## src/rtl/octal_scan_ctrl.sv

```systemverilog
// Multiplexed 3-digit octal display scanner with double-buffered value,
// frame-aligned updates and optional leading-zero blanking.
module octal_scan_ctrl #(
  parameter int PRESCALE = 50000
) (
  input  logic       CLK,
  input  logic       RST_N,
  input  logic       EN,
  input  logic       LOAD,
  input  logic [7:0] VALUE,
  input  logic       BLANK_LZ,
  output logic [2:0] DIGIT,
  output logic [2:0] DIG_SEL,
  output logic       BLANK,
  output logic       SLOT_TICK,
  output logic       LOADED
);

  localparam int PW = (PRESCALE > 1) ? $clog2(PRESCALE) : 1;
  localparam logic [PW-1:0] PRESC_MAX = PW'(PRESCALE - 1);

  typedef enum logic {IDLE, SCAN} state_t;

  state_t        st, st_nx;
  logic [PW-1:0] presc, presc_nx;
  logic [1:0]    slot, slot_nx;
  logic [7:0]    dreg, dreg_nx;
  logic [7:0]    preg, preg_nx;
  logic          pend, pend_nx;
  logic [2:0]    digit_nx, sel_nx;
  logic          blank_nx, tick_nx, loaded_nx;

  function automatic logic [2:0] slot_code(input logic [7:0] d, input logic [1:0] s);
    case (s)
      2'd0:    slot_code = d[2:0];
      2'd1:    slot_code = d[5:3];
      default: slot_code = {1'b0, d[7:6]};
    endcase
  endfunction

  // Slot 1 only blanks when the more significant slot 2 is blank as well.
  function automatic logic lz_blank(input logic [7:0] d, input logic [1:0] s, input logic lz);
    case (s)
      2'd2:    lz_blank = lz && (d[7:6] == 2'd0);
      2'd1:    lz_blank = lz && (d[7:3] == 5'd0);
      default: lz_blank = 1'b0;
    endcase
  endfunction

  always_comb begin
    st_nx     = EN ? SCAN : IDLE;
    presc_nx  = '0;
    slot_nx   = 2'd0;
    dreg_nx   = dreg;
    preg_nx   = preg;
    pend_nx   = pend;
    tick_nx   = 1'b0;
    loaded_nx = 1'b0;

    if (st == IDLE) begin
      if (pend) begin
        dreg_nx   = preg;
        pend_nx   = 1'b0;
        loaded_nx = 1'b1;
      end
    end else if (EN) begin
      if (presc == PRESC_MAX) begin
        tick_nx = 1'b1;
        if (slot == 2'd2) begin
          // Frame boundary: the only point a new value may enter the display.
          if (pend) begin
            dreg_nx   = preg;
            pend_nx   = 1'b0;
            loaded_nx = 1'b1;
          end
        end else begin
          slot_nx = slot + 2'd1;
        end
      end else begin
        presc_nx = presc + 1'b1;
        slot_nx  = slot;
      end
    end

    if (LOAD) begin
      preg_nx = VALUE;
      pend_nx = 1'b1;
    end

    digit_nx = 3'd0;
    sel_nx   = 3'b111;
    blank_nx = 1'b1;
    if (st_nx == SCAN && !lz_blank(dreg_nx, slot_nx, BLANK_LZ)) begin
      digit_nx = slot_code(dreg_nx, slot_nx);
      sel_nx   = ~(3'b001 << slot_nx);
      blank_nx = 1'b0;
    end
  end

  always_ff @(posedge CLK) begin
    if (!RST_N) begin
      st        <= IDLE;
      presc     <= '0;
      slot      <= 2'd0;
      dreg      <= 8'd0;
      preg      <= 8'd0;
      pend      <= 1'b0;
      DIGIT     <= 3'd0;
      DIG_SEL   <= 3'b111;
      BLANK     <= 1'b1;
      SLOT_TICK <= 1'b0;
      LOADED    <= 1'b0;
    end else begin
      st        <= st_nx;
      presc     <= presc_nx;
      slot      <= slot_nx;
      dreg      <= dreg_nx;
      preg      <= preg_nx;
      pend      <= pend_nx;
      DIGIT     <= digit_nx;
      DIG_SEL   <= sel_nx;
      BLANK     <= blank_nx;
      SLOT_TICK <= tick_nx;
      LOADED    <= loaded_nx;
    end
  end

endmodule

```

## config.mk

```make
export PLATFORM = sky130hd
export DESIGN_NAME = octal_scan_ctrl
export DESIGN_NICKNAME = d
export VERILOG_FILES = /design/src/rtl/octal_scan_ctrl.sv
export SDC_FILE = /design/constraint.sdc
export NUM_CORES = 1
export LEC_CHECK = 0
export CAP_MARGIN = 20
export CELL_PAD_IN_SITES_DETAIL_PLACEMENT = 1
export CELL_PAD_IN_SITES_GLOBAL_PLACEMENT = 1
export CORE_MARGIN = 2
export CORE_UTILIZATION = 45
export CTS_BUF_LIST = sky130_fd_sc_hd__clkbuf_4
export CTS_CLUSTER_SIZE = 24
export DETAILED_ROUTE_END_ITERATION = 10
export MAX_ROUTING_LAYER = met4
export PLACE_DENSITY_LB_ADDON = 0.2
export RECOVER_POWER = 100
export SLEW_MARGIN = 5
export SYNTH_ARGS = -nofsm -noshare
export SYNTH_HDL_FRONTEND = slang
export SYNTH_SLANG_ARGS = --single-unit
```

## constraint.sdc

```tcl
create_clock -name CLK -period 9.7 [get_ports CLK]
set_clock_uncertainty 0.2 [all_clocks]
set_input_delay 1.455 -clock CLK [delete_from_list [all_inputs] [get_ports CLK]]
set_output_delay 1.455 -clock CLK [all_outputs]
set_load 0.005 [all_outputs]
```

# --- Word-level counts from Yosys, hierarchy flattened ---
# Cells that the tools add are included.
totals:
  reg_bits: 45
  input_bits: 13
  wordCells: 60
classes:
  addsub: 2
  eq_ne: 7
  shift: 1
  n_mux: 24
  bitwise_logic: 4
  reduce_logical: 11
op_table:
  columns: ["cell", "count"]
  rows:
  - ["two-way mux 8 bit", 5]
  - ["adder 16 x 1 -> 16 bit (second input constant)", 1]
  - ["== test 16 bit (second input constant)", 1]
  - ["two-way mux 1 bit", 13]
  - ["two-way mux 2 bit", 4]
  - ["inequality test 3 x 2 -> 1 bit (second input constant)", 2]
  - ["case mux 3 bit (2 select lines)", 1]
  - ["AND reduction 3 bit", 2]
  - ["zero test 5 bit", 1]
  - ["== test 2 bit (second input constant)", 2]
  - ["zero test 2 bit", 2]
  - ["OR reduction 4 bit", 1]
  - ["logical AND 1 bit", 3]
  - ["inequality test 3 bit (second input constant)", 1]
  - ["inverter 1 bit", 3]
  - ["inverter 3 bit", 1]
  - ["<< shifter 1 x 2 -> 3 bit (first input constant)", 1]
  - ["adder 2 x 1 -> 2 bit (second input constant)", 1]
  - ["== test 2 x 1 -> 1 bit (second input constant)", 1]
  - ["case mux 1 bit (2 select lines)", 1]
  - ["AND reduction 2 bit", 1]
  - ["zero test 1 bit", 1]

# --- Logic depth before layout (Yosys ltp) ---
# Gate-level depths: netlist of the first run.
depth:
  ltp_word: 11
  mapped_depth: 14
  depth_no_buf: 12

# --- Least setup slack after synthesis of the first run ---
# OpenSTA, ideal clock, no wires.
synth_timing:
  kind: "input port to flip-flop"
  start: "in EN"
  end: "reg DIGIT[0]"
  t_arrival_ps: 2925
  required_time_ps: 9384
  setup_slack_ps: 6459
  path_stages: 9
  cell_sequence: "nand2_1 > a21oi_1 > inv_1 > ha_1 > nand2_1 > or3_1 > nor4_1 > a211oi_2 > o211a_1"
synth_via:
  elab_cells_between_ends: 17
synth_lines:
  columns: ["element", "line_no", "rtl"]
  rows:
  - ["start: declaration", "8", "input logic EN,"]
  - ["two-way mux 2 bit *", "66", "end else if (EN) begin"]
  - ["two-way mux 2 bit *", "60", "if (st == IDLE) begin"]
  - ["via slot_nx[0]", "26", "logic [1:0] slot, slot_nx;"]
  - ["== test 2 x 1 -> 1 bit or == test 2 bit (tied branches)", "34, 43", null]
  - ["case mux 1 bit (2 select lines)", "43", "case (s)"]
  - ["zero test 1 bit", "93", "if (st_nx == SCAN && !lz_blank(dreg_nx, slot_nx, BLANK_LZ)) begin"]
  - ["logical AND 1 bit", "93", null]
  - ["AND reduction 2 bit (no source line)", null, null]
  - ["end signal: assignment", "120", "DIGIT <= digit_nx;"]
  - ["end: declaration", "12", "output logic [2:0] DIGIT,"]
# The timed path passes the listed nets; every way through them passes the cells marked *.
# A chain may end at the register's enable or synchronous reset.

# --- Final worst setup path of the first run ---
layout_timing:
  start: "in EN"
  end: "reg DIGIT[2]"
layout_via:
  elab_chain_len: 8
  elab_cells_between_ends: 17
layout_lines:
  columns: ["element", "line_no"]
  rows:
  - ["two-way mux 8 bit", "66"]
  - ["two-way mux 8 bit", "60"]
  - ["zero test 5 bit or zero test 2 bit (tied branches)", "45, 44"]
  - ["logical AND 1 bit (on tied branches)", "45, 44"]
  - ["case mux 1 bit (2 select lines)", "43"]
  - ["zero test 1 bit", "93"]
  - ["logical AND 1 bit", "93"]
  - ["AND reduction 2 bit (no source line)", null]
# Parallel ways exist; a longest one is shown, timed or not.

==> impl_metrics.json, run 1 <==
{
  "slew_violations": 16,
  "avgSynthCellArea_um2": 9.41,
  "num_rows": 24,
  "ys_seq_elements": 45,
  "most-common-layout-cells": "dfxtp_1 (45), nand2_1 (24), mux2i_1 (23)",
  "grt_max_degree": 22,
  "grtUsageTotal": 0.196,
  "crit_arrival_ps": 5070,
  "drive_gt1_frac": 0.0412,
  "io_pins": 22,
  "antenna_found_initial": 0,
  "syn_area_mm2": 0.00212,
  "clock.fmax_ghz": 0.199,
  "grt-ovfl-total": 0,
  "fillers": 525,
  "critPathCaptureType": "register",
  "synthTopCellsByArea": "dfxtp_1 (43%), mux2i_1 (11%), nor2b_1 (5.0%)",
  "cts_resized": 0,
  "async_reset_ff_frac": 0,
  "drt_iter0_drc": 62,
  "critPathLaunchType": "input pin",
  "hp-class": "reg -> reg",
  "reg2reg_from": "presc[0]",
  "crit_slowest_cell": "o21ai_0",
  "relSlewSlack": -0.675,
  "cts_tree": "yes",
  "clock_path_buffers": 2,
  "r2r_slack_ps": 5300,
  "drc": 0,
  "hold_violations": 0,
  "fin_area_mm2": 0.00240,
  "rsz0062_at_grt": "no",
  "postCtsSetupRepairBufs": 0,
  "synth_nets": 242,
  "violations": "max-capacitance violations, max-slew violations",
  "holdCritStartpoint": "presc[0]",
  "p_seq_frac": 0.596,
  "via_per_inst": 5.51,
  "place.gp.congestion": 0.784,
  "ys_warn_count": 0,
  "synth.top_cell.area_share": 0.425,
  "maxCapViolations": 1,
  "synthFlopType": "dfxtp_1",
  "htree_num_levels": 2,
  "max_slew.worst_pin.slew_ps": 2490,
  "ant_nets": 0,
  "status": "finished, violations left",
  "p_comb_frac": 0.065,
  "nNetsFinal": 260,
  "clkSlewWorstSetupHoldPaths_ps": 120,
  "port-buffer-count": 21,
  "ir_drop_v": 0.0000948,
  "wl_um": 4470,
  "coreArea_mm2": 0.00444,
  "via_count": 1625,
  "grt_first_pass_wirelength_um": 7770,
  "syn_to_final_growth_pct": 13.3,
  "r2r_end": "DIGIT[2]",
  "p_int_uw": 253,
  "grt_pass1_vias": 1631,
  "path_class": "in -> reg",
  "die_y_um": 72.6,
  "critPathMaxFanout": 15,
  "setup_tns_ps": 0,
  "initial_core_util": 0.477,
  "die_area_mm2": 0.00527,
  "synthDistinctLibCells": 37,
  "synth_seq_area_share": 0.425,
  "required_ps": 9750,
  "period_share": 0.517,
  "clock_latency_ps": 350,
  "die_x_um": 72.6,
  "final_common_cell": "dfxtp_1",
  "ctsRootBufferMaster": "clkbuf_4",
  "min_period_ps": 5020,
  "numCtsBuffers": 5,
  "slowest_delay_ps": 1880,
  "path_cells": "dlygate4sd3_1 -> nand4b_1 -> o21ai_0 -> a211oi_1 -> o211a_1",
  "postCtsHoldBufs": 0,
  "p_sw_uw": 70.4,
  "reg2regPathDepth": 6,
  "crit_end": "DIGIT[2]",
  "numClockSinks": 45,
  "n_antenna_cell": 0,
  "clock_power_share": 0.339,
  "synth_top_cell_by_area": "dfxtp_1",
  "wl_per_cell_um": 15.1,
  "syn_inst": 225,
  "dpl_cell_area_mm2": 0.00234,
  "dp_hpwl_um": 3320,
  "startpoint": "EN",
  "leakagePower_uw": 0.000890,
  "synth_edf_count": 0,
  "setup-violations-final": 0,
  "drt-pass1-iter-count": 4,
  "sw_frac_of_total": 0.218,
  "fin_util": 0.540,
  "power_density_mw_per_mm2": 135
}
## kinds of logic (layout without fill, tap and decap cells)
kind of cell             Yosys count  count (layout)  synth area share
AND/OR/NAND/NOR                  106             106             0.286
flip-flops                        45              45             0.425
multiplexers                      23              23             0.109
AO/OA/AOI/OAI                     18              18            0.0685
buffers and inverters             16              34            0.0343
XOR/XNOR                          13              13            0.0538
adder cells (fa/ha/maj)            4               4            0.0236
## registers in the layout, summed over array words and instances (netlist names)
| signal | cells |
|---|---|
| dreg | 8 |
| DIGIT | 3 |
| DIG_SEL | 3 |
| SLOT_TICK | 1 |
| presc | 16 |
| LOADED | 1 |
| st | 1 |
| pend | 1 |
| BLANK | 1 |
| preg | 8 |
| slot | 2 |
## metrics by stage
| stage | worst slack, ps | power (µW) | hold slack [ps] | cells |
|---|---|---|---|---|
| detailed placement | 5560 | 219 | 256 | 288 |
| finish | 4680 | 323 | 282 | 295 |
| CTS | 5940 | 329 | 286 | 295 |
| global route | 4430 | 338 | 305 | 295 |
| floorplan | 6460 | 209 | 226 | 225 |
| global placement | 5730 | 218 | 245 | 288 |
## critical path: cells and delay by family
family / cells / cell delay [ps]
compound gates: 3 / 2840
buf+inv: 1 / 610
simple gates: 1 / 150
## power groups by stage
stage          Combinational, µW  Clock (µW)  Sequential [µW]
6_report                    21.1         110              193
3_5_place_dp                21.8           0              197
4_1_cts                     21.9         114              193
2_1_floorplan               13.2           0              196
3_3_place_gp                21.3           0              197
5_1_grt                     23.1         121              194
## cells in the mapped netlist, drive strengths merged, types with 2 or more instances
library cell,instances
a21oi,6
and2,3
and3,3
and4,3
and4b,2
buf,2
clkbuf,8
dfxtp,45
ha,4
inv,6
mux2i,23
nand2,24
nand3,16
nand4,6
nand4b,2
nor2,18
nor2b,17
nor3,3
nor4,2
nor4b,2
o211a,3
o21ai,2
or3,3
xnor2,7
xor2,6
## layer usage
layer  part of all wire  track usage  wire (µm)
met1               0.49        0.261       2200
met2               0.47        0.298       2080
met3              0.028       0.0414        125
met4              0.013       0.0617         59
met5                  0            -          0
## layout make-up
type / instances / area, µm² / share of cell area
flip-flops and latches: 45 / 901 / 0.375
well taps: 52 / 65.1 / 0.0271
clock inverters: 2 / 35.0 / 0.0146
repair buffers: 21 / 210 / 0.0876
inverters: 6 / 22.5 / 0.00938
clock buffers: 5 / 37.5 / 0.0156
multi-input cells: 164 / 1130 / 0.470
## how the worst min path moves through the flow
stage / to / slack, ps / cells after the start
floorplan: presc[0] / 230 / 1
global placement: presc[0] / 250 / 1
detailed placement: presc[0] / 260 / 1
CTS: presc[0] / 290 / 1
global route: presc[0] / 310 / 1
finish: presc[0] / 280 / 1
Note: power is estimated with default switching activity, not from simulation.
==> run 2: changes to the inputs <==
--- a/config.mk
+++ b/config.mk
@@ -9,7 +9,7 @@
 export CELL_PAD_IN_SITES_DETAIL_PLACEMENT = 1
 export CELL_PAD_IN_SITES_GLOBAL_PLACEMENT = 1
 export CORE_MARGIN = 2
-export CORE_UTILIZATION = 45
+export CORE_UTILIZATION = 41
 export CTS_BUF_LIST = sky130_fd_sc_hd__clkbuf_4
 export CTS_CLUSTER_SIZE = 24
 export DETAILED_ROUTE_END_ITERATION = 10
==> constraint.sdc (replaced) <==
create_clock -name CLK -period 4.16 [get_ports CLK]
set_clock_uncertainty 0.2 [all_clocks]
set_input_delay 0.624 -clock CLK [delete_from_list [all_inputs] [get_ports CLK]]
set_output_delay 0.624 -clock CLK [all_outputs]
set_load 0.005 [all_outputs]
==> run 2 against run 1 <==
Against the previous run: the flow still finishes with violations (max-capacitance violations, max-slew violations); wire length grew 2.8%; global-route usage decreased by 1.1 points; final area increased by 0.63%; register-to-register slack worse by 4800 ps; first-iteration DRC count up 15%; sequential share of layout area is 0.23 points lower; largest power group unchanged.
==> impl_metrics.json, run 2 (same netlist as run 1, synthesis figures left out) <==
{
  "nNetsFinal": 260,
  "ir_drop_v": 0.000152,
  "seq_area_um2": 901,
  "drc": 0,
  "status": "finished, violations left",
  "drive_gt1_frac": 0.0492,
  "ctsRootBufferMaster": "clkbuf_4",
  "p_comb_frac": 0.068,
  "reg_top3": "presc (16), dreg (8), preg (8)",
  "die_x_um": 75.9,
  "wl_um": 4590,
  "clock_path_buffers": 2,
  "leakagePower_uw": 0.000881,
  "htree_num_levels": 2,
  "path_cells": "ha_1 -> and3_1 -> nand4_4 -> or3_1 -> a21oi_1 -> inv_1 -> ha_1 -> nand2_1 -> or3_1 -> nor4_1 -> a211oi_2 -> o211a_1",
  "hp-class": "reg -> reg",
  "numCtsBuffers": 5,
  "coreArea_mm2": 0.00504,
  "grt_first_pass_wirelength_um": 7680,
  "required_ps": 4240,
  "final_common_cell": "dfxtp_1",
  "via_per_inst": 5.13,
  "antenna_found_initial": 0,
  "setup-violations-final": 0,
  "total_power_uw": 723,
  "p_seq_frac": 0.622,
  "cts_tree": "yes",
  "postCtsHoldBufs": 0,
  "die_y_um": 75.9,
  "fillers": 595,
  "wl_per_cell_um": 14.6,
  "path_buf_inv": 1,
  "largest_reg_flops": 16,
  "path_class": "reg -> reg",
  "min_period_ps": 3620,
  "power_density_mw_per_mm2": 299,
  "max_slew.worst_pin.slew_ps": 1690,
  "crit_arrival_ps": 3700,
  "setup_tns_ps": 0,
  "critPathLaunchType": "register",
  "clock_power_share": 0.311,
  "num_rows": 26,
  "port-buffer-count": 21,
  "top_register": "presc",
  "n_antenna_cell": 0,
  "grtUsageTotal": 0.184,
  "maxCapViolations": 1,
  "crit_slowest_cell": "dfxtp_1",
  "clkSlewWorstSetupHoldPaths_ps": 130,
  "critPathMaxFanout": 10,
  "relSlewSlack": -0.132,
  "grt_max_degree": 22,
  "drt_iter0_drc": 71,
  "io_pins": 22,
  "critPathCaptureType": "register",
  "ant_nets": 0,
  "clock_latency_ps": 370,
  "rsz0062_at_grt": "no",
  "sw_frac_of_total": 0.243,
  "grt-ovfl-total": 0,
  "numClockSinks": 45,
  "slew_violations": 16,
  "slowest_delay_ps": 390,
  "initial_core_util": 0.420,
  "grt_pass1_vias": 1508,
  "period_share": 0.870,
  "via_count": 1610,
  "place.gp.congestion": 0.837,
  "crit_family": "simple AND/OR/NAND/NOR gates",
  "clock.fmax_ghz": 0.276,
  "multi_input_area_mm2": 0.00113,
  "most-common-layout-cells": "dfxtp_1 (45), nand2_1 (24), mux2i_1 (23)",
  "p_sw_uw": 175,
  "syn_to_final_growth_pct": 14.0,
  "drt-pass1-iter-count": 4,
  "cts_resized": 0,
  "violations": "max-capacitance violations, max-slew violations",
  "p_int_uw": 547,
  "dp_hpwl_um": 3290,
  "hold_violations": 0,
  "die_area_mm2": 0.00576,
  "whs_ps": 282,
  "postCtsSetupRepairBufs": 0
}
[run 2: cell types whose count changed in the layout (fill, tap and decap cells not counted), sizes merged]
cell,change
clkbuf,+2
clkdlybuf4s50,+1
bufinv,-1
clkinv,-1
dlygate4sd3,-1
clkinvlp,+1
[run 2: power by group through the flow]
stage / clock (µW) / combinational (µW) / sequential [µW]
after floorplan: 0 / 30.8 / 456
after global placement: 0 / 49.8 / 458
after detailed placement: 0 / 50.9 / 459
after CTS: 232 / 51.1 / 449
after global routing: 259 / 54.9 / 451
final: 224 / 49.0 / 449
[run 2: worst paths after layout]
path,start,end,slack [ps],depth (start not counted)
worst max register to register,presc[0],DIGIT[2],540,12
worst min register to register,presc[0],presc[0],280,1
worst max-delay path,presc[0],DIGIT[2],540,12
worst min-delay path,presc[0],presc[0],280,1
[run 2: layout make-up]
class                   instances  share of cell area
clock buffers                   7              0.0218
clock inverters                 1             0.00311
inverters                       6             0.00933
repair buffers                 21              0.0870
multi-input cells             164               0.469
flip-flops and latches         45               0.373
well taps                      70              0.0363
[run 2: per-layer routing]
| layer | vias up | wire length, µm | global-route usage |
|---|---|---|---|
| met5 | - | 0 | - |
| met2 | 29 | 2000 | 0.250 |
| met4 | 0 | 53 | 0.0585 |
| met3 | 5 | 172 | 0.0476 |
| met1 | 755 | 2360 | 0.265 |
| li1 | 821 | - | - |
[run 2: worst reg2reg max path, cell delays in order, from the launching register on]
cell      delay (ps)
dfxtp_1          390
ha_1             190
and3_1           350
nand4_4          230
or3_1            360
a21oi_1          240
inv_1            100
ha_1             280
nand2_1          100
or3_1            370
nor4_1           250
a211oi_2         200
o211a_1          260
[run 2: stage by stage]
step	instances	setup slack, ps	util	cell area, µm²
floorplan	225	1060	-	2120
global placement	306	679	0.469	2370
detailed placement	306	564	0.469	2370
CTS	314	574	0.481	2430
global route	314	244	0.479	2410
finish	314	542	0.479	2410
==> edit (settings of run 2) <==
Put one more register stage on the output `DIGIT`, cleared by the reset. The value now appears one clock later. The other outputs are not delayed to match.
--- a/src/rtl/octal_scan_ctrl.sv
+++ b/src/rtl/octal_scan_ctrl.sv
@@ -20,6 +20,8 @@
   localparam logic [PW-1:0] PRESC_MAX = PW'(PRESCALE - 1);
 
   typedef enum logic {IDLE, SCAN} state_t;
+
+  logic [2:0] DIGIT_s0;
 
   state_t        st, st_nx;
   logic [PW-1:0] presc, presc_nx;
@@ -105,7 +107,7 @@
       dreg      <= 8'd0;
       preg      <= 8'd0;
       pend      <= 1'b0;
-      DIGIT     <= 3'd0;
+      DIGIT_s0  <= 3'd0;
       DIG_SEL   <= 3'b111;
       BLANK     <= 1'b1;
       SLOT_TICK <= 1'b0;
@@ -117,7 +119,7 @@
       dreg      <= dreg_nx;
       preg      <= preg_nx;
       pend      <= pend_nx;
-      DIGIT     <= digit_nx;
+      DIGIT_s0  <= digit_nx;
       DIG_SEL   <= sel_nx;
       BLANK     <= blank_nx;
       SLOT_TICK <= tick_nx;
@@ -125,5 +127,13 @@
     end
   end
 
+  always_ff @(posedge CLK) begin
+    if (!RST_N) begin
+      DIGIT <= '0;
+    end else begin
+      DIGIT <= DIGIT_s0;
+    end
+  end
+
 endmodule
 
Function: changed (a bounded check fails within 4 cycles, from zero or initial values and one cycle with RST_N low).
==> edit against run 2 <==
- power grew 2.3%
- routed wire length is 2.3% lower
- largest cell class unchanged
- the run still ends with max-capacitance violations, max-slew violations left
- worst setup slack lost 0.14 ns
- clock power fell by 5%
- sequential cell count rose by 3
- final area increased by 3.4%
- first-iteration DRC count shrank 21%
- area after synthesis increased by 3.7%
- critical path depth did not move
==> edit: results (changes against run 2) <==
| Metric | Value |
|---|---|
| Top post-synthesis cells by count | `48 x dfxtp_1, 24 x nand2_1, 23 x mux2i_1` |
| Detailed Route Iter0 Violations | `56 (-21%)` |
| Fin nets | `268 (+3.1%)` |
| Met2 GRT Util | `0.240 (-0.0100)` |
| Clk_lat worst skew | `0.36 ns` |
| Mux cell area share after synthesis | `0.105 (-0.00390)` |
| Total track usage | `0.174 (-0.0107)` |
| Metal1 wirelength | `2340 µm (-1.0%)` |
| PortBufs | `21 (unchanged)` |
| Hpwl dp | `3320 µm (+0.76%)` |
| Drt first pass iters | `4 (unchanged)` |
| H-tree levels | `2 (unchanged)` |
| Mapped Avg Cell Area | `9.51 µm² (+1.0%)` |
| Worst IR Drop VDD | `0.000154 V (+1.1%)` |
| Compound-Gate Fraction of Synth Area | `0.0661 (-0.00246)` |
| Max-cap violation count | `1 (unchanged)` |
| Outcome | `complete, but fails checks` |
| First-pass GRT wire length | `7930 µm (+3.2%)` |
| Vias in the first global route | `1629 (+8.0%)` |
| Asr flop ratio synth | `0 (unchanged)` |
| Layout cells sized above 1 | `0.0437 (-0.00553)` |
| Vias per cell | `5.13 (+0.12%)` |
| Routability cong. | `0.919 (+9.7%)` |
| Area contributors post-synth | `dfxtp_1 44%, mux2i_1 10%, nor2b_1 4.8%` |
| Placed cells | `314 (+2.6%)` |
| Avg WL per Cell | `13.9 µm (-4.7%)` |
| Met3 Wirelength | `159 µm (-7.6%)` |
| DP Worst Slack | `0.562 ns (-0.00140 ns)` |
| Largest net degree at the start of global routing | `24 (+9.1%)` |
| Worst Path Max Fanout | `10 (unchanged)` |
| Post-Synth XOR/XNOR Area | `0.0518 (-0.00193)` |
| Leading register cell type out of synthesis | `dfxtp_1` |
| Adder-Cell Fraction of Synth Area | `0.0228 (-0.000848)` |
| Met2 Wirelength | `1940 µm (-3.3%)` |
| Fill cells | `621 (+4.4%)` |
| Max clock buf depth | `2 (unchanged)` |
| Failing checks | `max-capacitance violations, max-slew violations` |
| Routed WL | `4480 µm (-2.3%)` |
| Register area share after synthesis | `0.437 (+0.0121)` |
| Yosys warns | `0 (unchanged)` |
| Unique masters post-synth | `37 (unchanged)` |
| Worst Path Arrival | `3.87 ns (+0.17 ns)` |
| Slew Viols, Final | `16 (unchanged)` |
| GR Layer Usage met3 | `0.0400 (-0.00762)` |
| Worst-margin pin slew | `1.51 ns (-0.177 ns)` |
| Leakage power | `0.000916 µW (+4.0%)` |
| Met1 global-route usage | `0.244 (-0.0212)` |
| Net Count, Synth | `248 (+2.5%)` |
-- edit: cell count changes after synthesis, sizes merged --
cell / change
dfxtp: +3
and2: +3
-- edit: final timing paths --
path | startpoint | to | slack [ns] | cells after the start
max | presc[0]$_SDFF_PP0_ | DIGIT_s0[0]$_SDFF_PN0_ | 0.40 | 12
min | DIGIT_s0[2]$_SDFF_PN0_ | DIGIT[2]$_SDFF_PN0_ | 0.25 | 1
max reg2reg | presc[0]$_SDFF_PP0_ | DIGIT_s0[0]$_SDFF_PN0_ | 0.40 | 12
min reg2reg | DIGIT_s0[2]$_SDFF_PN0_ | DIGIT[2]$_SDFF_PN0_ | 0.25 | 1
-- edit: worst max-delay path, stage by stage, from the launching register on --
cell	delay, ns
dfxtp_1	0.39
ha_1	0.20
and3_1	0.36
nand4_4	0.22
or3_1	0.36
a21oi_1	0.26
inv_1	0.11
ha_1	0.30
nand2_1	0.10
or3_1	0.14
nor4_1	0.05
a211oi_1	0.75
o211a_1	0.27
-- edit: per-stage QoR --
stage	instance area, µm²	power, µW
6_report	2500	739
2_1_floorplan	2200	517
3_3_place_gp	2460	539
3_5_place_dp	2460	540
4_1_cts	2520	756
5_1_grt	2500	783
-- edit: area by class of cell --
type,instances,share of cell area
Inverter,6,0.00902
Tap cell,70,0.0351
Clock inverter,2,0.00451
Clock buffer,6,0.0180
Sequential cell,48,0.385
Multi-Input combinational cell,167,0.460
Timing Repair Buffer,23,0.0887
-- edit: cell families after synthesis --
family / after synthesis
adders and majority gates: 4
buffers and inverters: 16
xor gates and xnor gates: 13
muxes: 23
DFF: 48
AOI/OAI and AO/OA: 18
and+or+nand+nor: 109
-- edit: where the power goes --
| part | switching (µW) | internal [µW] |
|---|---|---|
| Combinational | 22.3 | 26.9 |
| Clock | 141 | 71.1 |
| Sequential | 8.68 | 469 |
